## config.mk

```make
export PLATFORM = sky130hd
export DESIGN_NAME = regfile_write_arbiter
export DESIGN_NICKNAME = d
export VERILOG_FILES = /design/src/rtl/regfile_write_arbiter.sv
export SDC_FILE = /design/constraint.sdc
export NUM_CORES = 1
export LEC_CHECK = 0
export CAP_MARGIN = 20
export CORE_ASPECT_RATIO = 1.1
export CORE_MARGIN = 3
export CORE_UTILIZATION = 40
export CTS_CLUSTER_SIZE = 16
export DETAILED_ROUTE_END_ITERATION = 8
export GPL_TIMING_DRIVEN = 0
export PLACE_DENSITY_LB_ADDON = 0.25
export RECOVER_POWER = 50
export SLEW_MARGIN = 20
export SYNTH_ARGS = -nofsm -noshare
export SYNTH_HDL_FRONTEND = slang
export SYNTH_SLANG_ARGS = --single-unit
export TNS_END_PERCENT = 100
```

## constraint.sdc

```tcl
create_clock -name clock -period 2.8 [get_ports clock]
set_input_delay 0.42 -clock clock [delete_from_list [all_inputs] [get_ports clock]]
set_output_delay 0.42 -clock clock [all_outputs]
set_load 0.05 [all_outputs]
```

## src/rtl/regfile_write_arbiter.sv

```systemverilog
// Round-robin arbiter sharing the register file write port between ALU (A) and load (B) writeback.
// Outputs are registered on posedge so the falling-edge register file sees stable values.
module regfile_write_arbiter #(
  parameter int DATA_W     = 20,
  parameter int ADDR_W     = 4,
  parameter bit R0_PROTECT = 1'b0,
  parameter int CNT_W      = 8
) (
  input  logic              clock,
  input  logic              resetn,
  input  logic              reqA_valid,
  input  logic [ADDR_W-1:0] reqA_addr,
  input  logic [DATA_W-1:0] reqA_data,
  output logic              reqA_ready,
  input  logic              reqB_valid,
  input  logic [ADDR_W-1:0] reqB_addr,
  input  logic [DATA_W-1:0] reqB_data,
  output logic              reqB_ready,
  output logic [ADDR_W-1:0] RegWriteAdress,
  output logic [DATA_W-1:0] WriteData,
  output logic              WriteEnable,
  output logic              last_grant,
  output logic [CNT_W-1:0]  conflict_count
);

  localparam logic [CNT_W-1:0] CNT_MAX = {CNT_W{1'b1}};

  logic              grant_a;
  logic              grant_b;
  logic              both_valid;
  logic [ADDR_W-1:0] sel_addr;
  logic [DATA_W-1:0] sel_data;
  logic              sel_we;

  // last_grant=1 means B went last, so A holds priority on a conflict.
  always_comb begin
    both_valid = reqA_valid && reqB_valid;
    grant_a    = resetn && reqA_valid && (!reqB_valid || last_grant);
    grant_b    = resetn && reqB_valid && (!reqA_valid || !last_grant);
    reqA_ready = grant_a;
    reqB_ready = grant_b;
    sel_addr   = grant_b ? reqB_addr : reqA_addr;
    sel_data   = grant_b ? reqB_data : reqA_data;
    sel_we     = !(R0_PROTECT && (sel_addr == '0));
  end

  always_ff @(posedge clock) begin
    if (!resetn) begin
      RegWriteAdress <= '0;
      WriteData      <= '0;
      WriteEnable    <= 1'b0;
      last_grant     <= 1'b1;
      conflict_count <= '0;
    end else begin
      if (grant_a || grant_b) begin
        RegWriteAdress <= sel_addr;
        WriteData      <= sel_data;
        WriteEnable    <= sel_we;
        last_grant     <= grant_b;
      end else begin
        WriteEnable    <= 1'b0;
      end
      if (both_valid && (conflict_count != CNT_MAX)) begin
        conflict_count <= conflict_count + 1'b1;
      end
    end
  end

endmodule

```

# == Yosys cells after proc, flatten, opt, wreduce, memory -nomap -nowiden ==
# Cells that the tools add are included.
# op_classes
n_addsub,1
n_eq_ne,1
mux,3
n_reduce_logical,12
# op_table
op,count
$mux 20,1
$add 8x1->8 const B,1
$ne 8x8->1 const B,1
$logic_and 1x1->1,6
$mux 4,1
$logic_not 1->1,3
$logic_or 1x1->1,3
$mux 1,1
# word_totals
reg_bits,34
in_bits,52
out_inout_bits,36

# == Depth between registers and ports, before layout ==
# Gate-level depths: netlist (run 1).
# logic_depth
ltp_word,5
mapped_depth,7
depth_no_buf,4

# == Worst setup path after synthesis (run 1) ==
# Ideal clock, no wire load.
# synth_timing
path_kind,register to output
from,register last_grant
to,output port reqB_ready
arrival_time_ns,1.807
t_required_ns,2.380
slack_ns,0.573
path_stages_with_launch,8
path_buffers,4
cell_sequence,dfxtp_1 > buf_6 > and2_4 > buf_6 > or3_1 > buf_6 > buf_6 > inv_1
# synth_via
elab_chain_cells,3
# synth_rtl
element,line,rtl
start: declaration,22,"output logic last_grant,"
start signal: assignment,59,last_grant <= grant_b;
$logic_not 1->1,39,grant_b = resetn && reqB_valid && (!reqA_valid || !last_grant);
$logic_or 1x1->1,39,
$logic_and 1x1->1,39,
end: declaration,18,"output logic reqB_ready,"
# No other way between the ends.

# == Final worst setup path (run 1) ==
# layout_timing
from,input port reqA_valid
to,output port reqB_ready
# layout_via
elab_chain_cells,3
# layout_rtl
element,line,rtl
start: declaration,11,"input logic reqA_valid,"
$logic_not 1->1,39,
$logic_or 1x1->1,39,
$logic_and 1x1->1,39,
# No other way between the ends.

==> flow_metrics.tcl, run 1 <==
set metrics [dict create \
    status "completed" \
    grt.total_usage_pct 21.6 \
    layout-drive-gt1-share_pct 4.97 \
    rows 24 \
    dr.pass1.iters 5 \
    start_kind "input port" \
    r2r_cells 6 \
    grt_pass1_wl_mm 9.52 \
    syn_nets 261 \
    post-route-min-period_ns 2.66 \
    placed_cell_area_mm2 0.00272 \
    place_ws_ns -0.381 \
    tns_ns 0 \
    drc 0 \
    antenna_cells 0 \
    synth_edf_count 0 \
    r2r_setup_slack_ns 1.20 \
    worstHoldStart "RegWriteAdress[2]" \
    die_h_um 76.1 \
    synth_ff_type "dfxtp_1" \
    drt_iter0_drc 187 \
    required_ns 2.38 \
    r2r_start "last_grant" \
    worst_slack_ns 0.144 \
    grt_max_degree 11 \
    die_w_um 69.7 \
    io_buffers 87 \
    htree_levels 2 \
    async_flop_share_pct 0 \
    yosys_warnings 0 \
    clkSinkCount 34 \
    top_layer "met4" \
    syn_area_mm2 0.00179 \
    path_clk_slew_ns 0.07 \
    clk-insertion-delay-late_ns 0.29 \
    ys_seq_area_share_pct 38.1 \
    fillCellCount 361 \
    place.gp.congestion 0.766 \
    relSlewSlack_pct 64.7 \
    worst-path-max-fanout 10 \
    die_area_mm2 0.00531 \
    drtAntennaViolNets 0 \
    arrival_ns 2.24 \
    cts_tree "yes" \
    cts_buffers 5 \
    yosys_register_bits 34 \
    route.met2.wl_mm 2.82 \
    reg2reg_to "WriteData[4]" \
    yosys.area.top_type_share_pct 38.1 \
    clockRootBuffer "clkbuf_8" \
    yosysTopAreaCell "dfxtp_1" \
    hold_class "reg2reg" \
    place_inst 347 \
    slew_violations 0 \
    worst_slew_pin_slew_ns 0.528 \
    wl_met1_mm 2.59 \
    setup_viol 0 \
    vias 2139 \
    postSynthCellCount 208 \
    wl_met3_um 459 \
    holdPathEnd "RegWriteAdress[2]" \
    hold_violations 0 \
    cap_viol_max_count 0 \
    dp_hpwl_mm 4.22 \
    wirelength_mm 5.97 \
    fin_area_mm2 0.00279 \
    grt_pass1_vias 1970 \
    endpoint_kind "output pin" \
    min_delay_path_depth 2 \
    start_util_pct 43.1 \
    hold_buffers 0 \
    yosysMostFrequentCell "dfxtp_1" \
    routed_via_density 6.04 \
    final_nets 355 \
    skew_ns 0.00288 \
    leakagePower_nw 1.00 \
    power_density_mw_per_mm2 449 \
    routedWlPerCell_um 16.9 \
    synth_cell_types 29 \
    clockBufferDepth 2 \
    io_pins 88 \
    syn_to_final_growth_pct 56.3 \
    antenna_found_initial 0 \
    synth_common_cells "dfxtp_1 (34), o21ai_0 (26), a31oi_1 (25), o2111ai_1 (24), o31ai_1 (24)" \
    vdd_drop_max_v 0.000262 \
    fin_crit_sh_pct 94.9 \
    crit_type "in2out" \
    fin_cells 354 \
    grt_overflow 0 \
    core_area_mm2 0.00414 \
    synth.area.top_cells "dfxtp_1 (38%), o2111ai_1 (12%), o31ai_1 (10%)" \
    synth_area_per_cell_um2 8.60 \
    clock.fmax_mhz 376 \
    rsz0062_at_grt "no" \
]
[flip-flops by register name (all words and copies together) (netlist names)]
register        flops
WriteData          20
conflict_count      8
RegWriteAdress      4
WriteEnable         1
last_grant          1
[worst max-delay path: stages]
cell	delay, ns
dlygate4sd3_1	0.59
and2_0	0.19
buf_6	0.13
or3_1	0.32
buf_6	0.15
buf_6	0.14
inv_1	0.04
buf_2	0.25
[layer usage]
layer / GRT usage, % / vias up
met4: 6.70 / 0
met3: 5.94 / 12
met2: 34.2 / 113
met1: 28.6 / 986
li1: - / 1028
met5: 0 / -
[worst max-delay path by stage]
stage	slack [ns]	cells after the start	from	endpoint
after floorplan	0.57	7	last_grant	reqB_ready
after global placement	-0.38	8	resetn	reqB_ready
after detailed placement	-0.38	8	resetn	reqB_ready
after CTS	0.05	8	resetn	reqB_ready
after global routing	0.08	8	resetn	reqB_ready
final	0.14	8	reqA_valid	reqB_ready
[where the power goes]
| part | internal (mW) | switching, mW | total [mW] |
|---|---|---|---|
| sequential | 0.514 | 0.0152 | 0.529 |
| clock | 0.171 | 0.173 | 0.344 |
| combinational | 0.152 | 0.229 | 0.381 |
| total | 0.837 | 0.417 | 1.25 |
[placed cells by master, fill, tap and decap left out, drive strengths merged]
cell,n
o2111a,1
o2111ai,24
mux2i,2
nor4,1
a211oi,1
nor2b,1
nor2,2
ha,1
a21oi,6
nand2,7
dfxtp,34
clkdlybuf4s50,63
nor3,5
o211a,1
buf,9
o31ai,24
nand4,3
clkbuf,28
nand2b,1
a31oi,25
inv,4
nand3,1
and3,2
and2,1
o21ai,26
dlygate4sd2,1
a41o,1
or3,1
and4,4
dlygate4sd3,22
[repair_timing]
action,in CTS,in global routing
setup buffers,0,0
pin swaps,0,0
gates resized for setup,5,4
endpoints found under the setup margin,2,2
[metrics by stage]
| stage | power (mW) | hold slack, ns | utilization (%) |
|---|---|---|---|
| 2_1_floorplan | 0.759 | 0.582 | - |
| 6_report | 1.25 | 0.493 | 67.4 |
| 4_1_cts | 1.27 | 0.498 | 67.6 |
| 3_3_place_gp | 0.925 | 0.479 | 65.7 |
| 5_1_grt | 1.31 | 0.511 | 67.4 |
| 3_5_place_dp | 0.929 | 0.481 | 65.7 |
[kinds of logic after synthesis]
kind of cell	synth area share, %
AOI/OAI and AO/OA	41.7
adders and majority gates	0.700
buffers and inverters	9.24
DFF	38.1
muxes	1.12
and+or+nand+nor	9.17
[final cells by class]
| class | count | area (um2) | area share, % |
|---|---|---|---|
| inverters | 4 | 15.0 | 0.537 |
| multi-input cells | 141 | 942 | 33.7 |
| flip-flops and latches | 34 | 681 | 24.4 |
| repair buffers | 87 | 865 | 30.9 |
| clock buffers | 7 | 76.3 | 2.73 |
| well taps | 52 | 65.1 | 2.33 |
| plain buffers | 29 | 150 | 5.37 |
Note: power is estimated with default switching activity, not from simulation.
==> inputs of run 2 (changes only) <==
==> constraint.sdc (replaced) <==
create_clock -name clock -period 2.8 [get_ports clock]
set_input_delay 0.56 -clock clock [delete_from_list [all_inputs] [get_ports clock]]
set_output_delay 0.56 -clock clock [all_outputs]
set_load 0.05 [all_outputs]
==> flow_metrics.tcl, run 2 (synthesis results as in run 1) <==
set metrics [dict create \
    dp_hpwl_mm 4.22 \
    leakagePower_nw 0.974 \
    cts_tree "yes" \
    clockBufferDepth 2 \
    drt_iter0_drc 178 \
    core_area_mm2 0.00414 \
    placed_cell_area_mm2 0.00272 \
    wirelength_mm 6.02 \
    rsz0062_at_grt "no" \
    clk-insertion-delay-late_ns 0.29 \
    place.gp.congestion 0.766 \
    die_w_um 69.7 \
    final_nets 356 \
    required_ns 2.24 \
    final_common_cell "clkdlybuf4s50_1" \
    r2r_start "last_grant" \
    syn_to_final_growth_pct 57.9 \
    drtAntennaViolNets 0 \
    layout-drive-gt1-share_pct 6.27 \
    hold_class "reg2reg" \
    routedWlPerCell_um 17.0 \
    power_density_mw_per_mm2 448 \
    fillCellCount 356 \
    r2r_cells 6 \
    ff_latch_area_um2 681 \
    routed_via_density 6.01 \
    skew_ns 0.00255 \
    clockRootBuffer "clkbuf_8" \
    hold_buffers 0 \
    io_buffers 87 \
    dr.pass1.iters 4 \
    reg2reg_to "WriteData[4]" \
    status "completed" \
    rows 24 \
    antenna_found_initial 0 \
    multi_input_area_um2 950 \
    antenna_cells 0 \
    worst_slew_pin_slew_ns 0.521 \
    relSlewSlack_pct 65.1 \
    fin_crit_sh_pct 97.7 \
    cp_common_cell "buf_6" \
    clkSinkCount 34 \
    fin_cells 355 \
    regMostFlops "WriteData" \
    vdd_drop_max_v 0.000260 \
    endpoint "reqB_ready" \
    r2r_setup_slack_ns 1.20 \
    htree_levels 2 \
    cts_buffers 5 \
    cap_viol_max_count 0 \
    grt_max_degree 11 \
    mostFrequentLayoutCells "clkdlybuf4s50_1 (80), dfxtp_1 (34), o21ai_0 (26)" \
    drc 0 \
    crit_slowest_cell "clkdlybuf4s50_1" \
    worst_slack_ns 0.0645 \
    endpoint_kind "output pin" \
    start_kind "input port" \
    grt_pass1_vias 1978 \
    worst-path-max-fanout 10 \
    die_h_um 76.1 \
    clock.fmax_mhz 366 \
    max_stage_delay_ns 0.51 \
    crit_path_start "resetn" \
    hold_violations 0 \
    reg_top3 "WriteData x20, conflict_count x8, RegWriteAdress x4" \
    setup_viol 0 \
    slew_violations 0 \
    path_clk_slew_ns 0.06 \
    grt_overflow 0 \
    arrival_ns 2.18 \
    post-route-min-period_ns 2.74 \
    vias 2132 \
    die_area_mm2 0.00531 \
    place_ws_ns -0.661 \
    place_inst 347 \
    grt_pass1_wl_mm 9.55 \
    start_util_pct 43.1 \
    crit_chain "clkdlybuf4s50_1, buf_6, clkinvlp_4, or3_1, buf_6, buf_6, inv_1, buf_6" \
    grt.total_usage_pct 21.7 \
    tns_ns 0 \
    fin_area_mm2 0.00282 \
    largest_reg_flops 20 \
    crit_type "in2out" \
    io_pins 88 \
]
[run 2: changes by cell type in the layout (fill, tap and decap cells not counted), moves of 2 or more]
cell / before / now
buf_6: 5 / 7
dlygate4sd3_1: 22 / 4
clkdlybuf4s50_1: 63 / 80
buf_2: 3 / 1
[run 2: critical path: cells and delay by family]
kind / cells / cell delay, ns
buffers and inverters: 7 / 1.25
AND/OR/NAND/NOR: 1 / 0.35
[run 2: cell type report]
type / count / share of cell area, %
multi-input cells: 141 / 33.6
repair buffers: 88 / 31.1
flip-flops and latches: 34 / 24.1
plain buffers: 29 / 5.54
clock buffers: 7 / 2.70
well taps: 52 / 2.30
inverters: 4 / 0.665
[run 2: layer usage]
| metal | part of all wire, % | vias up | global-route usage (%) |
|---|---|---|---|
| met3 | 6.7 | 8 | 5.94 |
| met4 | 1.4 | 0 | 6.70 |
| met5 | 0 | - | 0 |
| met2 | 48 | 95 | 34.5 |
| met1 | 44 | 1001 | 28.5 |
| li1 | - | 1028 | - |
[run 2: metrics by stage]
stage               power, mW  util (%)  hold slack [ns]
finish                   1.27      68.1            0.495
global placement        0.925      65.7            0.479
detailed placement      0.929      65.7            0.481
global route             1.32      68.1            0.514
CTS                      1.27      67.8            0.498
floorplan               0.759         -            0.693
[run 2: worst min-delay path by stage]
stage,start,depth (start not counted),slack [ns],endpoint
floorplan,conflict_count[1],2,0.69,conflict_count[1]
global placement,WriteData[0],2,0.48,WriteData[0]
detailed placement,WriteData[18],2,0.48,WriteData[18]
CTS,WriteData[17],2,0.50,WriteData[17]
global route,WriteData[12],2,0.51,WriteData[12]
finish,WriteData[6],2,0.49,WriteData[6]
[run 2: timing repair]
action	in CTS	in global routing
cloned	0	0
setup buffers	0	1
resized for setup	12	5
endpoints found under the setup margin	2	2
[run 2: report_power, final]
| group | internal, mW | switching [mW] |
|---|---|---|
| clock network | 0.171 | 0.170 |
| registers | 0.514 | 0.0162 |
| logic | 0.163 | 0.232 |
| total | 0.848 | 0.418 |
==> inputs of run 3 (changes only) <==
--- a/config.mk
+++ b/config.mk
@@ -14,6 +14,7 @@
 export GPL_TIMING_DRIVEN = 0
 export PLACE_DENSITY_LB_ADDON = 0.25
 export RECOVER_POWER = 50
+export SKIP_LAST_GASP = 1
 export SLEW_MARGIN = 20
 export SYNTH_ARGS = -nofsm -noshare
 export SYNTH_HDL_FRONTEND = slang
==> results of run 3 <==
The final DEF is identical to that of run 2; final timing and power are the same.
